**src/rtl/event_unit_barrier_responder.sv**
```systemverilog
// Barrier responder: collects core arrivals against a participant mask and
// pulses barrier events to a target-core set, with register access on every port.
module event_unit_barrier_responder #(
    parameter int NB_CORES     = 4,
    parameter int PER_ID_WIDTH = NB_CORES + 1
) (
    input  logic                           clk_i,
    input  logic                           rst_ni,

    input  logic                           periph_req_i,
    input  logic [31:0]                    periph_add_i,
    input  logic                           periph_wen_i,
    input  logic [31:0]                    periph_wdata_i,
    input  logic [PER_ID_WIDTH-1:0]        periph_id_i,
    output logic                           periph_gnt_o,
    output logic                           periph_r_valid_o,
    output logic [31:0]                    periph_r_rdata_o,
    output logic [PER_ID_WIDTH-1:0]        periph_r_id_o,

    input  logic [NB_CORES-1:0]            demux_req_i,
    input  logic [NB_CORES-1:0][31:0]      demux_add_i,
    input  logic [NB_CORES-1:0]            demux_wen_i,
    input  logic [NB_CORES-1:0][31:0]      demux_wdata_i,
    output logic [NB_CORES-1:0]            demux_gnt_o,
    output logic [NB_CORES-1:0]            demux_r_valid_o,
    output logic [NB_CORES-1:0][31:0]      demux_r_rdata_o,

    output logic [NB_CORES-1:0]            barrier_event_o,
    output logic [NB_CORES-1:0]            barrier_status_o
);

    localparam logic [2:0] REG_TRIG_MASK   = 3'd0;
    localparam logic [2:0] REG_STATUS      = 3'd1;
    localparam logic [2:0] REG_TARGET_MASK = 3'd2;
    localparam logic [2:0] REG_TRIGGER     = 3'd3;
    localparam logic [2:0] REG_MASK_STATUS = 3'd4;

    logic [NB_CORES-1:0] trig_mask_q, target_mask_q, status_q, status_d;
    logic [NB_CORES-1:0] arrivals;
    logic [NB_CORES-1:0] trig_mask_wdata, target_mask_wdata;
    logic                trig_mask_we, target_mask_we;
    logic                done;
    logic [31:0]         reg_val [8];
    logic [31:0]         periph_rdata_d;
    logic [NB_CORES-1:0][31:0] demux_rdata_d;
    logic                unused_bits;

    assign unused_bits = ^{periph_add_i, periph_wdata_i, demux_add_i, demux_wdata_i};

    assign periph_gnt_o     = periph_req_i;
    assign demux_gnt_o      = demux_req_i;
    assign barrier_status_o = status_q;

    always_comb begin
        for (int r = 0; r < 8; r++) begin
            reg_val[r] = '0;
        end
        reg_val[REG_TRIG_MASK]   = 32'(trig_mask_q);
        reg_val[REG_STATUS]      = 32'(status_q);
        reg_val[REG_TARGET_MASK] = 32'(target_mask_q);
        reg_val[REG_MASK_STATUS] = (32'(status_q) << 16) | 32'(trig_mask_q);
    end

    always_comb begin
        periph_rdata_d = '0;
        if (periph_req_i && periph_wen_i) begin
            periph_rdata_d = reg_val[periph_add_i[4:2]];
        end
        for (int i = 0; i < NB_CORES; i++) begin
            demux_rdata_d[i] = '0;
            if (demux_req_i[i] && demux_wen_i[i]) begin
                demux_rdata_d[i] = reg_val[demux_add_i[i][4:2]];
            end
        end
    end

    // Cores scanned highest-first, interconnect last, so the last assignment
    // gives interconnect > core 0 > core 1 ... priority on mask writes.
    always_comb begin
        arrivals          = '0;
        trig_mask_we      = 1'b0;
        trig_mask_wdata   = trig_mask_q;
        target_mask_we    = 1'b0;
        target_mask_wdata = target_mask_q;
        for (int i = NB_CORES - 1; i >= 0; i--) begin
            if (demux_req_i[i] && !demux_wen_i[i]) begin
                case (demux_add_i[i][4:2])
                    REG_TRIG_MASK: begin
                        trig_mask_we    = 1'b1;
                        trig_mask_wdata = demux_wdata_i[i][NB_CORES-1:0];
                    end
                    REG_TARGET_MASK: begin
                        target_mask_we    = 1'b1;
                        target_mask_wdata = demux_wdata_i[i][NB_CORES-1:0];
                    end
                    REG_TRIGGER: arrivals[i] = 1'b1;
                    default: ;
                endcase
            end
        end
        if (periph_req_i && !periph_wen_i) begin
            case (periph_add_i[4:2])
                REG_TRIG_MASK: begin
                    trig_mask_we    = 1'b1;
                    trig_mask_wdata = periph_wdata_i[NB_CORES-1:0];
                end
                REG_TARGET_MASK: begin
                    target_mask_we    = 1'b1;
                    target_mask_wdata = periph_wdata_i[NB_CORES-1:0];
                end
                REG_TRIGGER: arrivals = arrivals | periph_wdata_i[NB_CORES-1:0];
                default: ;
            endcase
        end
    end

    assign done = (trig_mask_q != '0) && ((status_q & trig_mask_q) == trig_mask_q) && !trig_mask_we;
    assign barrier_event_o = done ? target_mask_q : '0;

    // A completing episode restarts from the arrivals seen in the same cycle.
    always_comb begin
        status_d = status_q | arrivals;
        if (trig_mask_we) begin
            status_d = '0;
        end else if (done) begin
            status_d = arrivals;
        end
    end

    always_ff @(posedge clk_i or negedge rst_ni) begin
        if (!rst_ni) begin
            trig_mask_q      <= '0;
            target_mask_q    <= '0;
            status_q         <= '0;
            periph_r_valid_o <= 1'b0;
            periph_r_rdata_o <= '0;
            periph_r_id_o    <= '0;
            demux_r_valid_o  <= '0;
            demux_r_rdata_o  <= '0;
        end else begin
            status_q <= status_d;
            if (trig_mask_we) begin
                trig_mask_q <= trig_mask_wdata;
            end
            if (target_mask_we) begin
                target_mask_q <= target_mask_wdata;
            end
            periph_r_valid_o <= periph_req_i;
            periph_r_rdata_o <= periph_rdata_d;
            if (periph_req_i) begin
                periph_r_id_o <= periph_id_i;
            end
            demux_r_valid_o <= demux_req_i;
            demux_r_rdata_o <= demux_rdata_d;
        end
    end

endmodule

```
**config.mk**
```make
export PLATFORM = sky130hd
export DESIGN_NAME = event_unit_barrier_responder
export DESIGN_NICKNAME = d
export VERILOG_FILES = /design/src/rtl/event_unit_barrier_responder.sv
export SDC_FILE = /design/constraint.sdc
export NUM_CORES = 1
export LEC_CHECK = 0
export ABC_CLOCK_PERIOD_IN_PS = 3900
export BUFFER_PORTS_ARGS = -buffer_cell sky130_fd_sc_hd__buf_2
export CAP_MARGIN = 20
export CORE_AREA = 5 5 201 203
export CTS_CLUSTER_SIZE = 14
export DETAILED_ROUTE_END_ITERATION = 16
export DIE_AREA = 0 0 206 208
export GPL_TIMING_DRIVEN = 0
export SLEW_MARGIN = 10
export SYNTH_ARGS = -nofsm -noshare
export SYNTH_HDL_FRONTEND = slang
export SYNTH_SLANG_ARGS = --single-unit
export TNS_END_PERCENT = 50
```
**constraint.sdc**
```tcl
create_clock -name clk_i -period 3.9 [get_ports clk_i]
set_input_delay 0 -clock clk_i [delete_from_list [all_inputs] [get_ports clk_i]]
set_output_delay 0 -clock clk_i [all_outputs]
set_load 0.03 [all_outputs]
```
* Word level (Yosys, flattened, before mapping)
Index checks and enable logic that the tools add are counted.
** Word-level totals
- Register bits after elaboration :: 182
- Output and inout port bits :: 183
** Operators by class
- Equal/unequal tests :: 11
- Reduce and logical (&&, ||, !) cells :: 24
- Muxes and demuxes :: 73
- Magnitude comparators :: 5
- Bitwise operators :: 9
** Operators by type and width (number)
- $bmux 32 s3 :: 5
- $mux 32 :: 15
- $mux 4 :: 25
- $eq 3x2->1 const B :: 10
- $mux 1 :: 28
- $ge 4x4->1 const B :: 5
- $not 3->4 :: 5
- $or 20x4->20 :: 1
- $logic_not 3->1 :: 5
- $logic_and 1x1->1 :: 12
- $or 4x4->4 :: 2
- $logic_not 1->1 :: 6
- $and 4x4->4 :: 1
- $eq 4x4->1 :: 1
- $reduce_bool 4->1 :: 1

* Logic depth before layout (Yosys ltp)
- Depth in word-level cells :: 15
- Mapped depth :: 7
- Gate-level depth less buffers :: 5

* Least setup slack after synthesis
Ideal clock, no wire load.
- Path type :: register to register
- Start point :: reg status_q[3] (netlist: barrier_status_o[3])
- End point :: reg status_q[1] (netlist: barrier_status_o[1])
- Library setup time :: 0.128 ns
- Setup slack :: 2.357 ns
- Cell stages (with the launch flop) :: 7
- Arrival time :: 1.415 ns
- Path buffers :: 1
- Clock period less this slack :: 1.543 ns
- Path through :: dfrtp_1 > buf_2 > inv_1 > a221oi_1 > o221ai_1 > a222oi_1 > nor2_1
** On the way
- Longest elaborated chain between the ends :: 6
** RTL lines
- from (decl) :: line 38 : logic [NB_CORES-1:0] trig_mask_q, target_mask_q, status_q, status_d;
- from (signal assigned) :: line 141 : status_q <= status_d;
- $and 4x4->4 :: line 117 : assign done = (trig_mask_q != '0) && ((status_q & trig_mask_q) == trig_mask_q) && !trig_mask_we;
- $eq 4x4->1 :: line 117
- $logic_and 1x1->1 (2 in a row) :: line 117
- $mux 4 :: line 125 : end else if (done) begin
- $mux 4 :: line 123 : if (trig_mask_we) begin
- named net status_d[1] :: line 38
The timed path passes the listed nets, and every way through them passes these cells.
A chain may end at the register's enable or synchronous reset.

* Final worst setup path
- Start point :: in demux_add_i[99] in the netlist's numbering
- End point :: reg trig_mask_q[0]
** On the way
- Longest elaborated chain between the ends :: 11
- Elaborated cells on any way between the ends :: 21
** RTL lines
- from (decl) :: line 21 : input logic [NB_CORES-1:0][31:0] demux_add_i,
- $logic_not 3->1 (*) :: line 87 : case (demux_add_i[i][4:2])
- $mux 4 or $mux 1 (tied branches) :: line 87
- $mux 4 or $mux 1 (tied branches) :: line 86 : if (demux_req_i[i] && !demux_wen_i[i]) begin
- $mux 4 or $mux 1 (tied branches) :: line 87
- $mux 4 or $mux 1 (tied branches) :: line 86
- $mux 4 or $mux 1 (tied branches) :: line 87
- $mux 4 or $mux 1 (tied branches) :: line 86
- $mux 4 or $mux 1 (tied branches) :: line 87
- $mux 4 or $mux 1 (tied branches) :: line 86
- $mux 4 or $mux 1 (tied branches) :: line 102 : case (periph_add_i[4:2])
- $mux 4 or $mux 1 (tied branches) :: line 101 : if (periph_req_i && !periph_wen_i) begin
- to (signal assigned) :: line 143 : trig_mask_q <= trig_mask_wdata;
- to (decl) :: line 38
Every way passes the cells marked *; elsewhere a longest branch is shown, timed or not.

==> run metrics <==
hold slack=22.6 ps; Hold WC Path Type=input port to flop; post-cts sizing count=0; synth cell count leaders=129 x buf_4, 69 x nor2_1, 62 x dfrtp_1; number of port buffers=between 100 and 150; Die X=206 um; final worst path period share=60.1%; Max clock buf depth=2; DRC Markers=0; synth top area cells=dfrtp_1 37%, buf_4 23%, nor2_1 6.2%; RePlAce Congestion=0.821; measured slew at the worst slew-check pin=818 ps; Mapped Cells=463; worst reg-to-reg setup slack=1770 ps; slowest CP cell=dlygate4sd3_1; Max Cap Viol=0; Nets=1060; drt initial violations=184; Routed Antenna Nets=0; Hold Vio Cnt, Final=0; Die Height=208 um; Worst-Skew Late Latency=340 ps; sw frac=between 30% and 40%; initial antenna violation count=8; Synth top area share=37.2%; Setup-failing EPs final=0; Flop pwr share=28.2%; area leader, netlist=dfrtp_1; Final Skew=10.6 ps; R2R depth=6; cell mode on critical path=dlygate4sd3_1; Worst setup SP type=input port; number of buffers created by CTS=9; vias in the first global route=3832; Top-Level Pins=520; Power Density=between 400 and 500 mW/mm^2; status=complete, no violations; grt ovf=0; combinational share of power=35.5%; CTS sink cnt=62; setup bufs post-CTS=0; DRT Pass-1 Iters=4; Mean Syn Cell Area=about 9 um^2; Initial Util=10.9%; Clk pwr share=36.3%; Total GRT Usage=7.34%; post-layout min period=2340 ps; clk slew on worst S/H paths=60 ps; critical path class=input port to flop; drt via density=3.09; Worst Path Required=4130 ps; via count=between 3000 and 4000; Mapped Area=between 0.004 and 0.005 mm^2; Layout Cells excl Fill=1247; die area=0.0428 mm^2; fraction of layout cells with a size suffix above 1=39.0%; Crit path arrival time=~2600 ps; CP Capture Type=flop; Core Box Area=0.0383 mm^2; P_int=1.66 mW; Slew Limit Fails=0; drt wl/cell=13.2 um; reg-to-reg endpoint=trig_mask_q[0]$_DFFE_PN0N_; maximum fanout along the worst path=10; fmax=427 MHz; max_slew headroom=45.0%; DP Cell Count=about 1200; Final TNS setup=0 ps; peak supply drop=189 uV; dpl hpwl=around 13000 um; H-tree levels=3; R2R Path Start=trig_mask_q[0]$_DFFE_PN0N_; cell row count=72; Yosys warning count=0; RSZ-0062 raised after global routing=no; global-route wire length before repair=23300 um; ys async rst share=100%; largest net degree at the start of global routing=56; Crit. Startpoint=demux_add_i[99]; top-count cell post-synth=buf_4; CTS tree=done; layout filler cell count=~4300; Root Buffer=clkbuf_16; number of library cell types mapped by synthesis=48; Critical Path End=trig_mask_q[0]$_DFFE_PN0N_; register area share after synthesis=37.2%; Post-synth EDFFs=0; post-synthesis register bit count=62; slowest stage delay, CP=570 ps; Main synth FF type=dfrtp_1; critical path cell sequence=dlygate4sd3_1 -> buf_6 -> nor4b_4 -> a21oi_1 -> a311oi_1 -> o311a_1 -> o221ai_2 -> dlygate4sd3_1; synthesis-to-finish area growth=53.0%; leakage power=3.26 nW; final WL=16500 um; Tot Pwr=between 2 and 3 mW; sw power=966 uW
==> cell type report <==
type / count / area [um^2] / share of cell area, %
Timing Repair Buffer: 130 / 771 / 12.1
Clock buffer: 9 / 225 / 3.53
Multi-Input combinational cell: 364 / 1990 / 31.1
Sequential cell: 62 / 1550 / 24.3
Inverter: 9 / 33.8 / 0.529
Antenna cell: 1 / 2.50 / 0.0392
Buffer: 147 / 1050 / 16.4
Clock inverter: 7 / 120 / 1.88
Tap cell: 518 / 648 / 10.1
==> metrics by stage <==
step / util [%] / worst slack (ps) / instance area (um^2)
6_report: 16.7 / 1560 / 6390
3_5_place_dp: 15.3 / 1920 / 5850
5_1_grt: 16.7 / 1320 / 6380
3_3_place_gp: 15.2 / 1950 / 5820
4_1_cts: 16.7 / 1530 / 6380
2_1_floorplan: - / 2360 / 4620
==> worst max-delay path: cells and delay by family <==
kind                   cells  cell delay, ps
buffers and inverters      3            1290
AOI/OAI and AO/OA          4             770
and+or+nand+nor            1             520
==> routing by layer <==
layer,global-route usage (%),vias to the layer above,routed length (um)
met5,0,-,48
met4,2.16,8,157
met3,2.34,21,1810
met2,11.4,237,7330
met1,9.70,1722,7140
li1,-,1866,-
==> layout by cell type, fill, tap and decap left out, drive strengths merged, types with 12 or more instances in the layout <==
master / synthesis / final
a2bb2oi: 12 / 12
nor2b: 12 / 12
nor3: 13 / 13
dlygate4sd3: 0 / 19
nand2: 26 / 26
conb: 1 / 120
clkbuf: 13 / 22
a21oi: 26 / 26
buf: 134 / 245
dfrtp: 62 / 62
nor2: 69 / 69
==> kinds of logic (layout without fill, tap and decap cells) <==
| kind of cell | count (synthesis) | count (layout) | synth area share (%) |
|---|---|---|---|
| other | 1 | 121 | 0.0898 |
| AO/OA/AOI/OAI | 83 | 83 | 15.9 |
| AND/OR/NAND/NOR | 156 | 156 | 19.5 |
| multiplexers | 5 | 5 | 1.35 |
| flip-flops | 62 | 62 | 37.2 |
| buffers and inverters | 156 | 302 | 26.0 |
==> power by group through the flow <==
stage | clock (mW) | sequential [mW] | combinational [mW]
floorplan | 0 | 0.778 | 0.631
global placement | 0 | 0.750 | 0.900
detailed placement | 0 | 0.751 | 0.907
CTS | 0.981 | 0.739 | 0.929
global route | 1.00 | 0.746 | 1.00
finish | 0.952 | 0.741 | 0.932
==> repair_timing <==
| item | 4_1_cts | 5_1_grt |
|---|---|---|
| hold buffers | 19 | 0 |
| hold endpoints to repair | 86 | 0 |
| endpoints found under the setup margin | 0 | 0 |
==> sequential cells by signal, summed over array words and instances, names as in the netlist <==
name / cells
trig_mask_q: 4
periph_r_id_o: 5
periph_r_valid_o: 1
demux_r_valid_o: 4
barrier_status_o: 4
periph_r_rdata_o: 8
demux_r_rdata_o: 32
target_mask_q: 4
==> worst min path at each step <==
stage	startpoint	to	slack, ps	cells after the start
6_report	demux_wdata_i[2]	trig_mask_q[2]$_DFFE_PN0N_	20	3
3_5_place_dp	rst_ni	periph_r_rdata_o[17]$_DFF_PN0_	-170	1
4_1_cts	rst_ni	demux_r_rdata_o[18]$_DFF_PN0_	10	2
5_1_grt	demux_wdata_i[2]	trig_mask_q[2]$_DFFE_PN0N_	20	3
2_1_floorplan	rst_ni	barrier_status_o[0]$_DFF_PN0_	-300	0
3_3_place_gp	periph_req_i	periph_r_valid_o$_DFF_PN0_	130	1
No activity file was read; power rests on OpenSTA's default activity.
